<file path="config.mk">
export PLATFORM = sky130hd
export DESIGN_NAME = syscall_issue
export DESIGN_NICKNAME = d
export VERILOG_FILES = /design/src/rtl/sys_pkg.sv /design/src/rtl/sys_req_fifo.sv /design/src/rtl/syscall_issue.sv
export SDC_FILE = /design/constraint.sdc
export NUM_CORES = 1
export LEC_CHECK = 0
export BUFFER_PORTS_ARGS = -buffer_cell sky130_fd_sc_hd__buf_2
export CAP_MARGIN = 10
export CORE_UTILIZATION = 35
export CTS_BUF_LIST = sky130_fd_sc_hd__clkbuf_2
export CTS_CLUSTER_SIZE = 25
export DETAILED_ROUTE_END_ITERATION = 6
export GPL_TIMING_DRIVEN = 0
export PLACE_DENSITY = 0.63
export SYNTH_ARGS = -nofsm -noshare
export SYNTH_HDL_FRONTEND = slang
export SYNTH_SLANG_ARGS = --single-unit
</file>
<file path="constraint.sdc">
create_clock -name clk -period 2.2 [get_ports clk]
set_input_delay 0.44 -clock clk [delete_from_list [all_inputs] [get_ports clk]]
set_output_delay 0.44 -clock clk [all_outputs]
set_load 0.02 [all_outputs]
</file>
<file path="src/rtl/sys_pkg.sv">
`default_nettype none
// ============================================================================
// Module : sys_pkg
// Brief  : Shared constants, FSM state encoding and request entry layout.
// Rev    : 1.0  initial release
// ============================================================================
package sys_pkg;

  localparam int unsigned INSTR_SYSCALL = 32'd26;
  localparam int unsigned SYS_DISPLAY   = 32'd1;
  localparam int unsigned SYS_EXIT      = 32'd2;
  localparam int unsigned SYS_WIDTH     = 32'd32;

  typedef enum logic [1:0] {
    ST_IDLE      = 2'd0,
    ST_EXIT_PEND = 2'd1,
    ST_HALTED    = 2'd2
  } sys_state_e;

  typedef struct packed {
    logic [SYS_WIDTH-1:0] code;
    logic [SYS_WIDTH-1:0] data;
  } sys_req_t;

endpackage
`default_nettype wire

</file>
<file path="src/rtl/sys_req_fifo.sv">
`default_nettype none
// ============================================================================
// Module : sys_req_fifo
// Brief  : In-order request queue; pointers carry one extra wrap bit.
// Rev    : 1.0  initial release
// ============================================================================
module sys_req_fifo #(
  parameter int DEPTH = 4,
  parameter int EW    = 64
) (
  input  logic          clk,
  input  logic          rst_n,
  input  logic          i_push,
  input  logic [EW-1:0] i_data,
  input  logic          i_pop,
  output logic          o_full,
  output logic          o_empty,
  output logic [EW-1:0] o_head
);

  localparam int AW = $clog2(DEPTH);
  localparam logic [AW:0] C_ONE = {{AW{1'b0}}, 1'b1};

  logic [EW-1:0] r_mem [DEPTH];
  logic [AW:0]   r_wp;
  logic [AW:0]   r_rp;
  logic          w_push;
  logic          w_pop;

  // Full wins over a same-cycle pop: no write-through.
  assign w_push  = i_push && !o_full;
  assign w_pop   = i_pop && !o_empty;
  assign o_empty = (r_wp == r_rp);
  assign o_full  = (r_wp[AW] != r_rp[AW]) && (r_wp[AW-1:0] == r_rp[AW-1:0]);
  assign o_head  = r_mem[r_rp[AW-1:0]];

  always_ff @(posedge clk) begin
    if (w_push) r_mem[r_wp[AW-1:0]] <= i_data;
  end

  always_ff @(posedge clk or negedge rst_n) begin
    if (!rst_n) begin
      r_wp <= '0;
      r_rp <= '0;
    end else begin
      if (w_push) r_wp <= r_wp + C_ONE;
      if (w_pop)  r_rp <= r_rp + C_ONE;
    end
  end

endmodule
`default_nettype wire

</file>
<file path="src/rtl/syscall_issue.sv">
`default_nettype none
// ============================================================================
// Module : syscall_issue
// Brief  : Syscall decode, request queueing and exit/halt sequencing.
//          Optional SYSCALL_COUNT_EN adds disp_count (transferred displays).
// Rev    : 1.0  initial release
// ============================================================================
module syscall_issue
  import sys_pkg::*;
#(
  parameter int DEPTH = 4,
  parameter int WIDTH = 32
) (
  input  logic             clk,
  input  logic             reset,
  input  logic             issue_valid,
  input  logic [31:0]      instr_ID,
  input  logic [WIDTH-1:0] rs,
  input  logic [WIDTH-1:0] rt,
  output logic             stall,
  output logic             sys_req_valid,
  output logic [WIDTH-1:0] sys_req_code,
  output logic [WIDTH-1:0] sys_req_data,
  input  logic             sys_req_ready,
  output logic             halted
`ifdef SYSCALL_COUNT_EN
  ,
  output logic [31:0]      disp_count
`endif
);

  sys_state_e         r_state;
  sys_state_e         w_next;
  logic               w_is_sys;
  logic               w_is_disp;
  logic               w_is_exit;
  logic               w_pushable;
  logic               w_push;
  logic               w_pop;
  logic               w_full;
  logic               w_empty;
  logic [2*WIDTH-1:0] w_entry;
  logic [2*WIDTH-1:0] w_head;
  logic [WIDTH-1:0]   w_head_code;

  assign w_is_sys   = issue_valid && (instr_ID == INSTR_SYSCALL);
  assign w_is_disp  = (rs == WIDTH'(SYS_DISPLAY));
  assign w_is_exit  = (rs == WIDTH'(SYS_EXIT));
  assign w_pushable = w_is_sys && (w_is_disp || w_is_exit);

  assign stall  = (r_state != ST_IDLE) || (w_pushable && w_full);
  assign w_push = w_pushable && !stall;

  assign w_entry = w_is_exit ? {WIDTH'(SYS_EXIT), {WIDTH{1'b0}}}
                             : {WIDTH'(SYS_DISPLAY), rt};

  sys_req_fifo #(
    .DEPTH (DEPTH),
    .EW    (2*WIDTH)
  ) u_fifo (
    .clk     (clk),
    .rst_n   (reset),
    .i_push  (w_push),
    .i_data  (w_entry),
    .i_pop   (w_pop),
    .o_full  (w_full),
    .o_empty (w_empty),
    .o_head  (w_head)
  );

  assign w_head_code   = w_head[2*WIDTH-1:WIDTH];
  assign sys_req_valid = !w_empty && (r_state != ST_HALTED);
  assign w_pop         = sys_req_valid && sys_req_ready;
  // Head is masked to zero when idle so outputs match reset values.
  assign sys_req_code  = sys_req_valid ? w_head_code : '0;
  assign sys_req_data  = sys_req_valid ? w_head[WIDTH-1:0] : '0;
  assign halted        = (r_state == ST_HALTED);

  always_comb begin
    w_next = r_state;
    case (r_state)
      ST_IDLE:      if (w_push && w_is_exit) w_next = ST_EXIT_PEND;
      ST_EXIT_PEND: if (w_pop && (w_head_code == WIDTH'(SYS_EXIT))) w_next = ST_HALTED;
      ST_HALTED:    w_next = ST_HALTED;
      default:      w_next = ST_IDLE;
    endcase
  end

  always_ff @(posedge clk or negedge reset) begin
    if (!reset) r_state <= ST_IDLE;
    else        r_state <= w_next;
  end

`ifdef SYSCALL_COUNT_EN
  logic [31:0] r_disp_count;

  always_ff @(posedge clk or negedge reset) begin
    if (!reset) begin
      r_disp_count <= '0;
    end else if (w_pop && (w_head_code == WIDTH'(SYS_DISPLAY)) && (r_state != ST_HALTED)) begin
      r_disp_count <= r_disp_count + 32'd1;
    end
  end

  assign disp_count = r_disp_count;
`endif

endmodule
`default_nettype wire

</file>
==> metrics.md, run 1 <==
| Metric | Value |
|---|---|
| Status | complete, but fails checks |
| Commonest cells after routing, fill and taps aside | 136 x edfxtp_1, 103 x buf_2, 43 x and2_4 |
| Post-Syn Area | 6314 um^2 |
| Tcrit/Tclk final | 1.236 |
| Die Span Y | 136.3 um |
| Cts bufs inserted | 17 |
| WL/cell | 18.90 um |
| Hold Crit Class | primary input to flop |
| Required time of the critical path | 1.76 ns |
| Number of port buffers | 136 |
| Max Cap Viol | 0 |
| Largest net degree at the start of global routing | 19 |
| Least-Margin Pin Slew | 0.5970 ns |
| Hold slack final | 0.1089 ns |
| GRT Overall Usage | 0.1650 |
| Clk pwr share | 0.183 |
| Logic pwr share | 0.480 |
| Initial Utilization | 0.3613 |
| Pint | 6.309 mW |
| Most common cell after layout, fill and taps aside | edfxtp_1 |
| Post-route setup slack | -0.5201 ns |
| Layout Cells excl Fill | 821 |
| Static leakage | 3.389 nW |
| Initial antenna violation count | 0 |
| CP Max Fanout | 6 |
| Core Footprint | 17,480 um^2 |
| Clock Sinks | 144 |
| #FFs+latches synth | 144 |
| H-tree levels | 4 |
| Area delta synth->final | 37.00% |
| DP HPWL | 9.181 mm |
| Antenna Violating Nets Remaining | 0 |
| DRC violations left | 0 |
| Total gr overflow | 0 |
| Worst Hold Path Cells | 2 |
| Sequential-to-total area share from yosys stat | 0.6786 |
| Die ar. | 18,580 um^2 |
| Inst Count DP | 749 |
| FP Rows | 48 |
| Clock Skew | 0.02929 ns |
| Slew Limit Fails | 0 |
| First-pass GRT wire length | 21.42 mm |
| RSZ-0062 raised after global routing | yes |
| Clock Path Buffers | 2 |
| Flop pwr share | 0.337 |
| Worst rel slew slack | 0.6020 |
| NetSw | 2.760 mW |
| Number of global-route vias before repair | 3,906 |
| Diodes inserted | 0 |
| NumNets Final | 691 |
| Min Tclk post-route | 2.720 ns |
| CP Launch Type | flop |
| Final Hold Fails | 0 |
| Final setup fails | 135 |
| Worst R2R Path Depth | 8 |
| Pwr dens | 1049 nW/um^2 |
| Synth Instances | 359 |
| CTS clk-pin slew, worst paths | 0.19 ns |
| Iteration-0 DRC Markers | 268 |
| Peak VDD IR | 0.0008372 V |
| Post-Route WL | 15.52 mm |
| Final instance area | 8650 um^2 |
| Vias per Instance | 4.786 |
| CTS tree | done |
| Syn Area/Cell | 17.59 um^2 |
| DP Area | 7388 um^2 |
| Sw Ratio | 0.3044 |
| I/O pin total | 167 |
| WS Path Type | flop to primary output |
| Die Width | 136.3 um |
| CP endpoint kind | primary output |
| Synth cell types | 35 |
| Clock Latency Late Sink | 0.68 ns |
| DR vias | 3,929 |
| Failing checks | setup timing |
| Share of layout cells above drive strength 1 | 0.5554 |
| Root Buffer Master | clkbuf_2 |
| GPL Wtd Cong | 0.7214 |
| Achievable clock frequency | 0.3676 GHz |
| Drt first pass iters | 4 |
| Syn. warnings | 0 |
| CP Data Arrival Time | 2.28 ns |
==> area by class of cell <==
type,instances,area [um^2]
Buffer,45,419.2
Clock inverter,11,163.9
Tap cell,225,281.5
Timing Repair Buffer,168,1351
Clock buffer,21,105.1
Sequential cell,144,4285
Fill cell,1497,8827
Inverter,5,18.77
Multi-Input combinational cell,202,2024
==> worst max-delay path: stages, from the launching register on <==
cell,delay (ns)
dfrtp_2,0.49
clkbuf_16,0.19
xnor2_4,0.14
a31oi_4,0.23
buf_12,0.17
buf_8,0.13
and2_4,0.15
buf_6,0.11
==> sequential cells by signal, indices dropped and copies added, names as in the netlist <==
signal / count
u_fifo.r_rp: 3
r_state: 2
u_fifo.r_mem: 136
u_fifo.r_wp: 3
==> worst paths after layout <==
kind	from	to	slack, ns
setup / recovery	u_fifo.r_rp[0]	sys_req_data[11]	-0.52
hold / removal	rt[15]	u_fifo.r_mem[3][15]	0.11
setup reg to reg	u_fifo.r_rp[0]	u_fifo.r_mem[1][3]	-0.07
hold reg to reg	u_fifo.r_rp[2]	u_fifo.r_rp[2]	0.52
max in group asynchronous	reset	u_fifo.r_rp[0]	1.83
min in group asynchronous	reset	u_fifo.r_rp[1]	0.16
==> cells by family (layout without fill, tap and decap cells) <==
family | Yosys count | count (layout) | synth area share
flip-flops | 144 | 144 | 0.6786
AND/OR/NAND/NOR | 106 | 114 | 0.1076
buffers and inverters | 50 | 250 | 0.05133
adder cells (fa/ha/maj) | 8 | 8 | 0.01585
other | 1 | 30 | 0.0005940
XOR/XNOR | 8 | 8 | 0.01229
multiplexers | 36 | 36 | 0.1249
AO/OA/AOI/OAI | 6 | 6 | 0.008919
==> per-layer routing <==
layer	part of all wire	routed length (um)	track usage
met5	0	0	0
met4	0.012	182	0.04691
met3	0.068	1048	0.04549
met2	0.52	8028	0.3003
met1	0.40	6260	0.1877
==> power by group through the flow <==
stage / sequential (mW) / combinational (mW) / clock (mW)
after CTS: 3.04 / 3.84 / 1.70
after global routing: 3.06 / 4.60 / 1.80
after global placement: 3.10 / 2.78 / 0
after floorplan: 3.10 / 1.94 / 0
final: 3.06 / 4.35 / 1.66
after detailed placement: 3.10 / 2.80 / 0
==> through the flow <==
| stage | setup TNS [ns] | power (mW) | utilization | setup WS (ns) |
|---|---|---|---|---|
| 2_1_floorplan | -11.45 | 5.036 | - | -0.1122 |
| 3_3_place_gp | -201.05 | 5.885 | 0.4228 | -1.038 |
| 3_5_place_dp | -209.33 | 5.905 | 0.4228 | -1.079 |
| 4_1_cts | -20.04 | 8.575 | 0.4679 | -0.6001 |
| 5_1_grt | -35.98 | 9.465 | 0.4949 | -0.6737 |
| 6_report | -21.19 | 9.069 | 0.4949 | -0.5201 |
==> what timing repair did <==
action	4_1_cts	5_1_grt
setup buffers	8	13
gates cloned	6	10
gates resized for setup	114	59
hold endpoints to repair	9	2
endpoints found under the setup margin	173	122
pin swaps	19	10
hold buffers	2	1
==> cells in the mapped netlist, drive strengths merged <==
cell type / count / area (um^2)
nor2: 2 / 7.510
edfxtp: 136 / 4084
nand2: 5 / 18.77
a21oi: 1 / 8.760
nand3: 1 / 5.000
a31oi: 1 / 21.27
mux2: 2 / 22.52
and2: 38 / 240.2
nor2b: 22 / 137.6
nand3b: 2 / 15.01
and4: 1 / 8.760
o22a: 1 / 8.760
mux4: 34 / 765.7
nand2b: 2 / 12.51
and2b: 10 / 75.07
nand4: 4 / 25.02
buf: 37 / 275.3
nor4: 11 / 68.82
ha: 8 / 100.1
xnor2: 6 / 52.55
inv: 5 / 18.77
nor3: 4 / 30.03
clkbuf: 8 / 30.03
conb: 1 / 3.750
o21ai: 2 / 10.01
nor4b: 4 / 35.03
xor2: 2 / 25.03
dfrtp: 8 / 200.2
o21a: 1 / 7.510
Power figures use the tool's default switching activity.
==> run 2, diff against run 1 <==
--- a/config.mk
+++ b/config.mk
@@ -8,9 +8,10 @@
 export BUFFER_PORTS_ARGS = -buffer_cell sky130_fd_sc_hd__buf_2
 export CAP_MARGIN = 10
 export CORE_UTILIZATION = 35
-export CTS_BUF_LIST = sky130_fd_sc_hd__clkbuf_2
+export CTS_BUF_LIST = sky130_fd_sc_hd__clkbuf_4 sky130_fd_sc_hd__clkbuf_8
 export CTS_CLUSTER_SIZE = 25
 export DETAILED_ROUTE_END_ITERATION = 6
+export GPL_ROUTABILITY_DRIVEN = 0
 export GPL_TIMING_DRIVEN = 0
 export PLACE_DENSITY = 0.63
 export SYNTH_ARGS = -nofsm -noshare
==> metrics.md, run 2 (synthesis results as in run 1) <==
| Metric | Value |
|---|---|
| CP endpoint kind | primary output (unchanged) |
| Area delta synth->final | 39.83% (was 37.00%) |
| Min Tclk post-route | 2.461 ns (was 2.720 ns) |
| Largest register FFs | 136 (unchanged) |
| Initial Utilization | 0.3613 (unchanged) |
| Setup TNS | -13.08 ns (was -21.19 ns) |
| CTS clk-pin slew, worst paths | 0.08 ns (was 0.19 ns) |
| CP Max Fanout | 6 (unchanged) |
| Peak VDD IR | 0.001016 V (was 0.0008372 V) |
| Final setup fails | 134 (was 135) |
| Antenna Violating Nets Remaining | 0 (unchanged) |
| Cts bufs inserted | 17 (unchanged) |
| Largest net degree at the start of global routing | 19 (unchanged) |
| Number of port buffers | 136 (unchanged) |
| CP Data Arrival Time | 2.02 ns (was 2.28 ns) |
| Final Hold Fails | 0 (unchanged) |
| WL/cell | 19.19 um (was 18.90 um) |
| Post-Route WL | 15.68 mm (was 15.52 mm) |
| Max Cap Viol | 0 (unchanged) |
| I/O pin total | 167 (unchanged) |
| GRT Overall Usage | 0.1661 (was 0.1650) |
| Diodes inserted | 0 (unchanged) |
| First-pass GRT wire length | 21.60 mm (was 21.42 mm) |
| Iteration-0 DRC Markers | 288 (was 268) |
| Pwr dens | 1091 nW/um^2 (was 1049 nW/um^2) |
| Clock Skew | 0.009351 ns (was 0.02929 ns) |
| Die Width | 136.3 um (unchanged) |
| Number of global-route vias before repair | 3,945 (was 3,906) |
| Commonest cells after routing, fill and taps aside | 136 x edfxtp_1, 100 x buf_2, 45 x buf_6 (was 136 x edfxtp_1, 103 x buf_2, 43 x and2_4) |
| Static leakage | 3.446 nW (was 3.389 nW) |
| Drt first pass iters | 4 (unchanged) |
| Status | complete, but fails checks (unchanged) |
| Filler instances | 1,477 (was 1,497) |
| Total gr overflow | 0 (unchanged) |
| WS Path Type | flop to primary output (unchanged) |
| Final instance area | 8828 um^2 (was 8650 um^2) |
| Initial antenna violation count | 0 (unchanged) |
| DR vias | 3,901 (was 3,929) |
| H-tree levels | 4 (unchanged) |
| DP HPWL | 9.181 mm (unchanged) |
| Required time of the critical path | 1.76 ns (about the same) |
| CTS tree | done (unchanged) |
| DRC violations left | 0 (unchanged) |
| Core Footprint | 17,480 um^2 (unchanged) |
| Post-route setup slack | -0.2612 ns (was -0.5201 ns) |
| RSZ-0062 raised after global routing | yes (unchanged) |
| DP Area | 7388 um^2 (unchanged) |
| Clock Latency Late Sink | 0.43 ns (was 0.68 ns) |
| Hold Crit Class | primary input to flop (unchanged) |
| FP Rows | 48 (unchanged) |
| Vias per Instance | 4.775 (was 4.786) |
| Share of layout cells above drive strength 1 | 0.5676 (was 0.5554) |
| Clock Path Buffers | 2 (unchanged) |
| Clock Sinks | 144 (unchanged) |
| Tcrit/Tclk final | 1.119 (was 1.236) |
| Hold slack final | 0.3096 ns (was 0.1089 ns) |
| Failing checks | setup timing (unchanged) |
| NumNets Final | 687 (was 691) |
| Die ar. | 18,580 um^2 (unchanged) |
| CP Launch Type | flop (unchanged) |
| Most common cell after layout, fill and taps aside | edfxtp_1 (unchanged) |
| Die Span Y | 136.3 um (unchanged) |
| Root Buffer Master | clkbuf_8 (was clkbuf_2) |
| Slew Limit Fails | 0 (unchanged) |
| Achievable clock frequency | 0.4063 GHz (was 0.3676 GHz) |
run 2: cell types whose count changed in the layout (fill, tap and decap cells not counted), moves of 3 or more:
cell,change
buf_4,-3
clkbuf_8,+17
clkbuf_4,+3
buf_6,+4
clkbuf_2,-17
nor4_2,+3
buf_2,-3
nor4_1,-4
run 2: worst max-delay path, stage by stage, from the launching register on:
cell and delay (ns):
dfrtp_2 0.45, clkbuf_16 0.19, xnor2_4 0.14, a31oi_4 0.23, buf_12 0.17, buf_8 0.12, and2_4 0.15, buf_6 0.12
run 2: what timing repair did:
action | in CTS | in global routing
buffers inserted | 8 | 11
pin swaps | 22 | 9
hold buffers | 1 | 0
gates resized for setup | 127 | 55
hold endpoints to repair | 8 | 0
setup endpoints to repair | 253 | 106
gates cloned | 6 | 10
run 2: area by class of cell:
type / count / area, um^2 / share of cell area
plain buffers: 45 / 416.7 / 0.04719
clock buffers: 21 / 264.0 / 0.02990
clock inverters: 11 / 163.9 / 0.01857
inverters: 5 / 18.77 / 0.002126
multi-input cells: 202 / 2077 / 0.2353
flip-flops and latches: 144 / 4285 / 0.4854
well taps: 225 / 281.5 / 0.03189
repair buffers: 164 / 1321 / 0.1497
run 2: through the flow:
step / power [mW] / cells / util / worst slack [ns]
detailed placement: 5.905 / 749 / 0.4228 / -1.079
CTS: 9.147 / 796 / 0.4805 / -0.2725
global placement: 5.885 / 749 / 0.4228 / -1.038
floorplan: 5.036 / 388 / - / -0.1122
global route: 10.04 / 817 / 0.5052 / -0.3422
finish: 9.635 / 817 / 0.5052 / -0.2612
run 2: final timing paths:
check / cells after the start / end / slack, ns / start
max: 7 / sys_req_code[1] / -0.26 / u_fifo.r_rp[0]
min: 3 / u_fifo.r_rp[2] / 0.31 / sys_req_ready
max reg2reg: 8 / u_fifo.r_mem[3][14] / -0.09 / u_fifo.r_rp[0]
min reg2reg: 1 / u_fifo.r_rp[2] / 0.52 / u_fifo.r_rp[2]
max in group asynchronous: 2 / u_fifo.r_rp[0] / 1.57 / reset
min in group asynchronous: 2 / u_fifo.r_rp[0] / 0.43 / reset
run 2: report_power, final:
part           switching (mW)  internal (mW)
registers              0.0354           3.02
clock network           0.936           1.28
logic                    1.83           2.53
run 2: per-layer routing:
layer  GRT usage  wire [um]  vias to the layer above
met5           0          0                        -
met4     0.05741        190                        0
met3     0.04101       1121                       13
met2      0.3012       8256                      200
met1      0.1890       6114                     1920
li1            -          -                     1768
==> run 3, diff against run 2 <==
--- a/config.mk
+++ b/config.mk
@@ -5,10 +5,11 @@
 export SDC_FILE = /design/constraint.sdc
 export NUM_CORES = 1
 export LEC_CHECK = 0
+export ABC_AREA = 1
 export BUFFER_PORTS_ARGS = -buffer_cell sky130_fd_sc_hd__buf_2
 export CAP_MARGIN = 10
 export CORE_UTILIZATION = 35
-export CTS_BUF_LIST = sky130_fd_sc_hd__clkbuf_4 sky130_fd_sc_hd__clkbuf_8
+export CTS_BUF_LIST = sky130_fd_sc_hd__clkbuf_16
 export CTS_CLUSTER_SIZE = 25
 export DETAILED_ROUTE_END_ITERATION = 6
 export GPL_ROUTABILITY_DRIVEN = 0
==> metrics.md, run 3 <==
| Metric | Value |
|---|---|
| Synth Instances | 638 (was 359) |
| Share of layout cells above drive strength 1 | 0.3489 (was 0.5676) |
| Post-synth top area share | 0.6148 (was 0.6468) |
| Die Width | 139.8 um (was 136.3 um) |
| Synth area leader | edfxtp_1 (unchanged) |
| Post-Route WL | 16.05 mm (was 15.68 mm) |
| CP endpoint kind | primary output (unchanged) |
| Hold Crit Class | primary input to flop (unchanged) |
| Core Footprint | 18,640 um^2 (was 17,480 um^2) |
| Post-Syn Area | 6643 um^2 (was 6314 um^2) |
| Pint | 6.837 mW (was 6.831 mW) |
| Antenna Violating Nets Remaining | 0 (unchanged) |
| Vias per Instance | 4.615 (was 4.775) |
| Die ar. | 19,530 um^2 (was 18,580 um^2) |
| Peak VDD IR | 0.0005790 V (was 0.001016 V) |
| NetSw | 3.978 mW (was 2.805 mW) |
| H-tree levels | 4 (unchanged) |
| Worst rel slew slack | 0.4862 |
| Dpl ws | -0.4602 ns (was -1.079 ns) |
| Filler instances | 1,683 (was 1,477) |
| Final Core Density | 0.4904 (was 0.5052) |
| Main synth FF type | edfxtp_1 (unchanged) |
| Reg area | 4284 um^2 (was 4285 um^2) |
| Static leakage | 3.742 nW (was 3.446 nW) |
| RSZ-0062 raised after global routing | yes (unchanged) |
| CP Max Fanout | 10 (was 6) |
| Most instantiated library cell after synthesis | nor2_1 (was edfxtp_1) |
| CTS clk-pin slew, worst paths | 0.06 ns (was 0.08 ns) |
| Total power draw | 10.81 mW (was 9.635 mW) |
| Max Cap Viol | 0 (unchanged) |
| Diodes inserted | 0 (unchanged) |
| CP Data Arrival Time | 1.93 ns (was 2.02 ns) |
| Die Span Y | 139.8 um (was 136.3 um) |
| I/O pin total | 167 (unchanged) |
| Largest net degree at the start of global routing | 25 (was 19) |
| Cts bufs inserted | 17 (unchanged) |
| WL/cell | 14.71 um (was 19.19 um) |
| Syn Area/Cell | 10.41 um^2 (was 17.59 um^2) |
| Clk pwr share | 0.236 (was 0.230) |
| Least-Margin Pin Slew | 0.7707 ns |
| NumNets Final | 954 (was 687) |
| Area delta synth->final | 37.63% (was 39.83%) |
| Setup TNS | -4.192 ns (was -13.08 ns) |
| Largest register FFs | 136 (unchanged) |
| Clock Skew | 0.009711 ns (was 0.009351 ns) |
| Slew Limit Fails | 0 (unchanged) |
| Inst Count DP | 1,041 (was 749) |
| DP HPWL | 10.37 mm (was 9.181 mm) |
| Post-synth top cells | 201 x nor2_1, 136 x edfxtp_1, 67 x o21ai_0 (was 136 x edfxtp_1, 37 x and2_1, 34 x mux4_2) |
| Total gr overflow | 0 (unchanged) |
| Min Tclk post-route | 2.370 ns (was 2.461 ns) |
| Failing checks | DRC, setup timing (was setup timing) |
| Async SR Flop Fraction | 0.05556 (unchanged) |
| Sequential-to-total area share from yosys stat | 0.6449 (was 0.6786) |
| Sw Ratio | 0.3678 (was 0.2911) |
| Initial Utilization | 0.3563 (was 0.3613) |
| Post-synth EDFFs | 136 (unchanged) |
| Number of global-route vias before repair | 4,728 (was 3,945) |
| Iteration-0 DRC Markers | 344 (was 288) |
| First-pass GRT wire length | 24.63 mm (was 21.60 mm) |
| Hold slack final | 0.3676 ns (was 0.3096 ns) |
| Final setup fails | 35 (was 134) |
| Initial antenna violation count | 0 (unchanged) |
| Clock Path Buffers | 2 (unchanged) |
| WS Path Type | flop to primary output (unchanged) |
| CP Launch Type | flop (unchanged) |
| Commonest cells after routing, fill and taps aside | 196 x nor2_1, 136 x edfxtp_1, 104 x buf_2 (was 136 x edfxtp_1, 100 x buf_2, 45 x buf_6) |
| Post-route setup slack | -0.1697 ns (was -0.2612 ns) |
| Clock Latency Late Sink | 0.41 ns (was 0.43 ns) |
| CTS tree | done (unchanged) |
| Final instance area | 9143 um^2 (was 8828 um^2) |
| Clock Sinks | 144 (unchanged) |
| Flop pwr share | 0.282 (was 0.317) |
| Tcrit/Tclk final | 1.077 (was 1.119) |
| Most common cell after layout, fill and taps aside | nor2_1 (was edfxtp_1) |
| Drt first pass iters | 7 (was 4) |
| DP Area | 7843 um^2 (was 7388 um^2) |
| Layout Cells excl Fill | 1,091 (was 817) |
| Area taken by multi-input logic gates | 2151 um^2 (was 2077 um^2) |
| Pwr dens | 1183 nW/um^2 (was 1091 nW/um^2) |
| Logic pwr share | 0.482 (was 0.453) |
| FP Rows | 50 (was 48) |
| Status | complete, but fails checks (unchanged) |
| Achievable clock frequency | 0.4220 GHz (was 0.4063 GHz) |
| Number of port buffers | 136 (unchanged) |
| Required time of the critical path | 1.76 ns (about the same) |
| Top area cells in the synthesized netlist | edfxtp_1 61%, nor2_1 11%, o21ai_0 5.0%, buf_4 3.4%, dfrtp_1 3.0% (was edfxtp_1 65%, mux4_2 12%, buf_4 3.7%, and2_1 3.7%, dfrtp_1 3.2%) |
| Syn. warnings | 0 (unchanged) |
| GRT Overall Usage | 0.1671 (was 0.1661) |
| Synth cell types | 35 (unchanged) |
| #FFs+latches synth | 144 (unchanged) |
| Root Buffer Master | clkbuf_16 (was clkbuf_8) |
| DRC violations left | 1 (was 0) |
| DR vias | 5,035 (was 3,901) |
| Final Hold Fails | 0 (unchanged) |
## run 3: changes by cell type in the layout (fill, tap and decap cells not counted), moves of 21 or more
cell,before,now
nor2_1,2,196
o21ai_0,1,53
inv_1,5,51
and2_4,43,0
mux4_2,34,0
buf_4,38,63
nand2_1,4,27
nor2b_1,22,0
buf_6,45,24
## run 3: what timing repair did
| item | in CTS | in global routing |
|---|---|---|
| cloned | 1 | 0 |
| gates resized for setup | 103 | 77 |
| buffers inserted | 14 | 5 |
| pin swaps | 10 | 10 |
| endpoints found under the hold margin | 8 | 0 |
| endpoints found under the setup margin | 151 | 61 |
| hold buffers | 1 | 0 |
## run 3: kinds of logic after synthesis
| group | share of synthesized area |
|---|---|
| and+or+nand+nor | 0.1629 |
| other | 0.0005645 |
| AOI/OAI and AO/OA | 0.08100 |
| xor gates and xnor gates | 0.01036 |
| buffers and inverters | 0.08514 |
| adders and majority gates | 0.01507 |
| DFF | 0.6449 |
## run 3: layer usage
layer	routed length, um	part of all wire	track usage
met4	277	0.017	0.06420
met2	8247	0.51	0.2908
met5	0	0	0
met1	6722	0.42	0.2072
met3	797	0.050	0.02822
## run 3: layout make-up
cell class                 instances  share of cell area
timing repair buffer             160              0.1234
sequential                       144              0.4686
clock buffer                      17             0.04653
multi-input combinational        411              0.2353
tap                              234             0.03202
inverter                          54             0.02354
buffer                            58             0.05953
clock inverter                    13             0.01109
## run 3: power by group through the flow
stage | combinational [mW] | sequential [mW] | clock (mW)
floorplan | 2.35 | 3.10 | 0
global placement | 3.60 | 3.10 | 0
detailed placement | 3.62 | 3.10 | 0
finish | 5.21 | 3.05 | 2.55
CTS | 4.54 | 3.04 | 2.57
global route | 5.58 | 3.05 | 2.70
## run 3: worst paths after layout
path	start	endpoint	slack (ns)	cells past startpoint
worst min register to register	u_fifo.r_rp[2]	u_fifo.r_rp[2]	0.49	1
max in group asynchronous	reset	u_fifo.r_rp[0]	1.60	2
min in group asynchronous	reset	r_state[0]	0.43	2
worst min-delay path	sys_req_ready	u_fifo.r_rp[0]	0.37	3
worst max register to register	u_fifo.r_rp[1]	u_fifo.r_mem[2][10]	0.18	7
worst max-delay path	u_fifo.r_rp[0]	sys_req_data[16]	-0.17	7
## run 3: critical path, stage by stage, from the launching register on
cell      delay (ns)
dfrtp_1         0.40
buf_6           0.15
xnor2_2         0.14
nand3b_1        0.15
nand2_4         0.16
buf_12          0.20
a21oi_1         0.15
buf_4           0.17
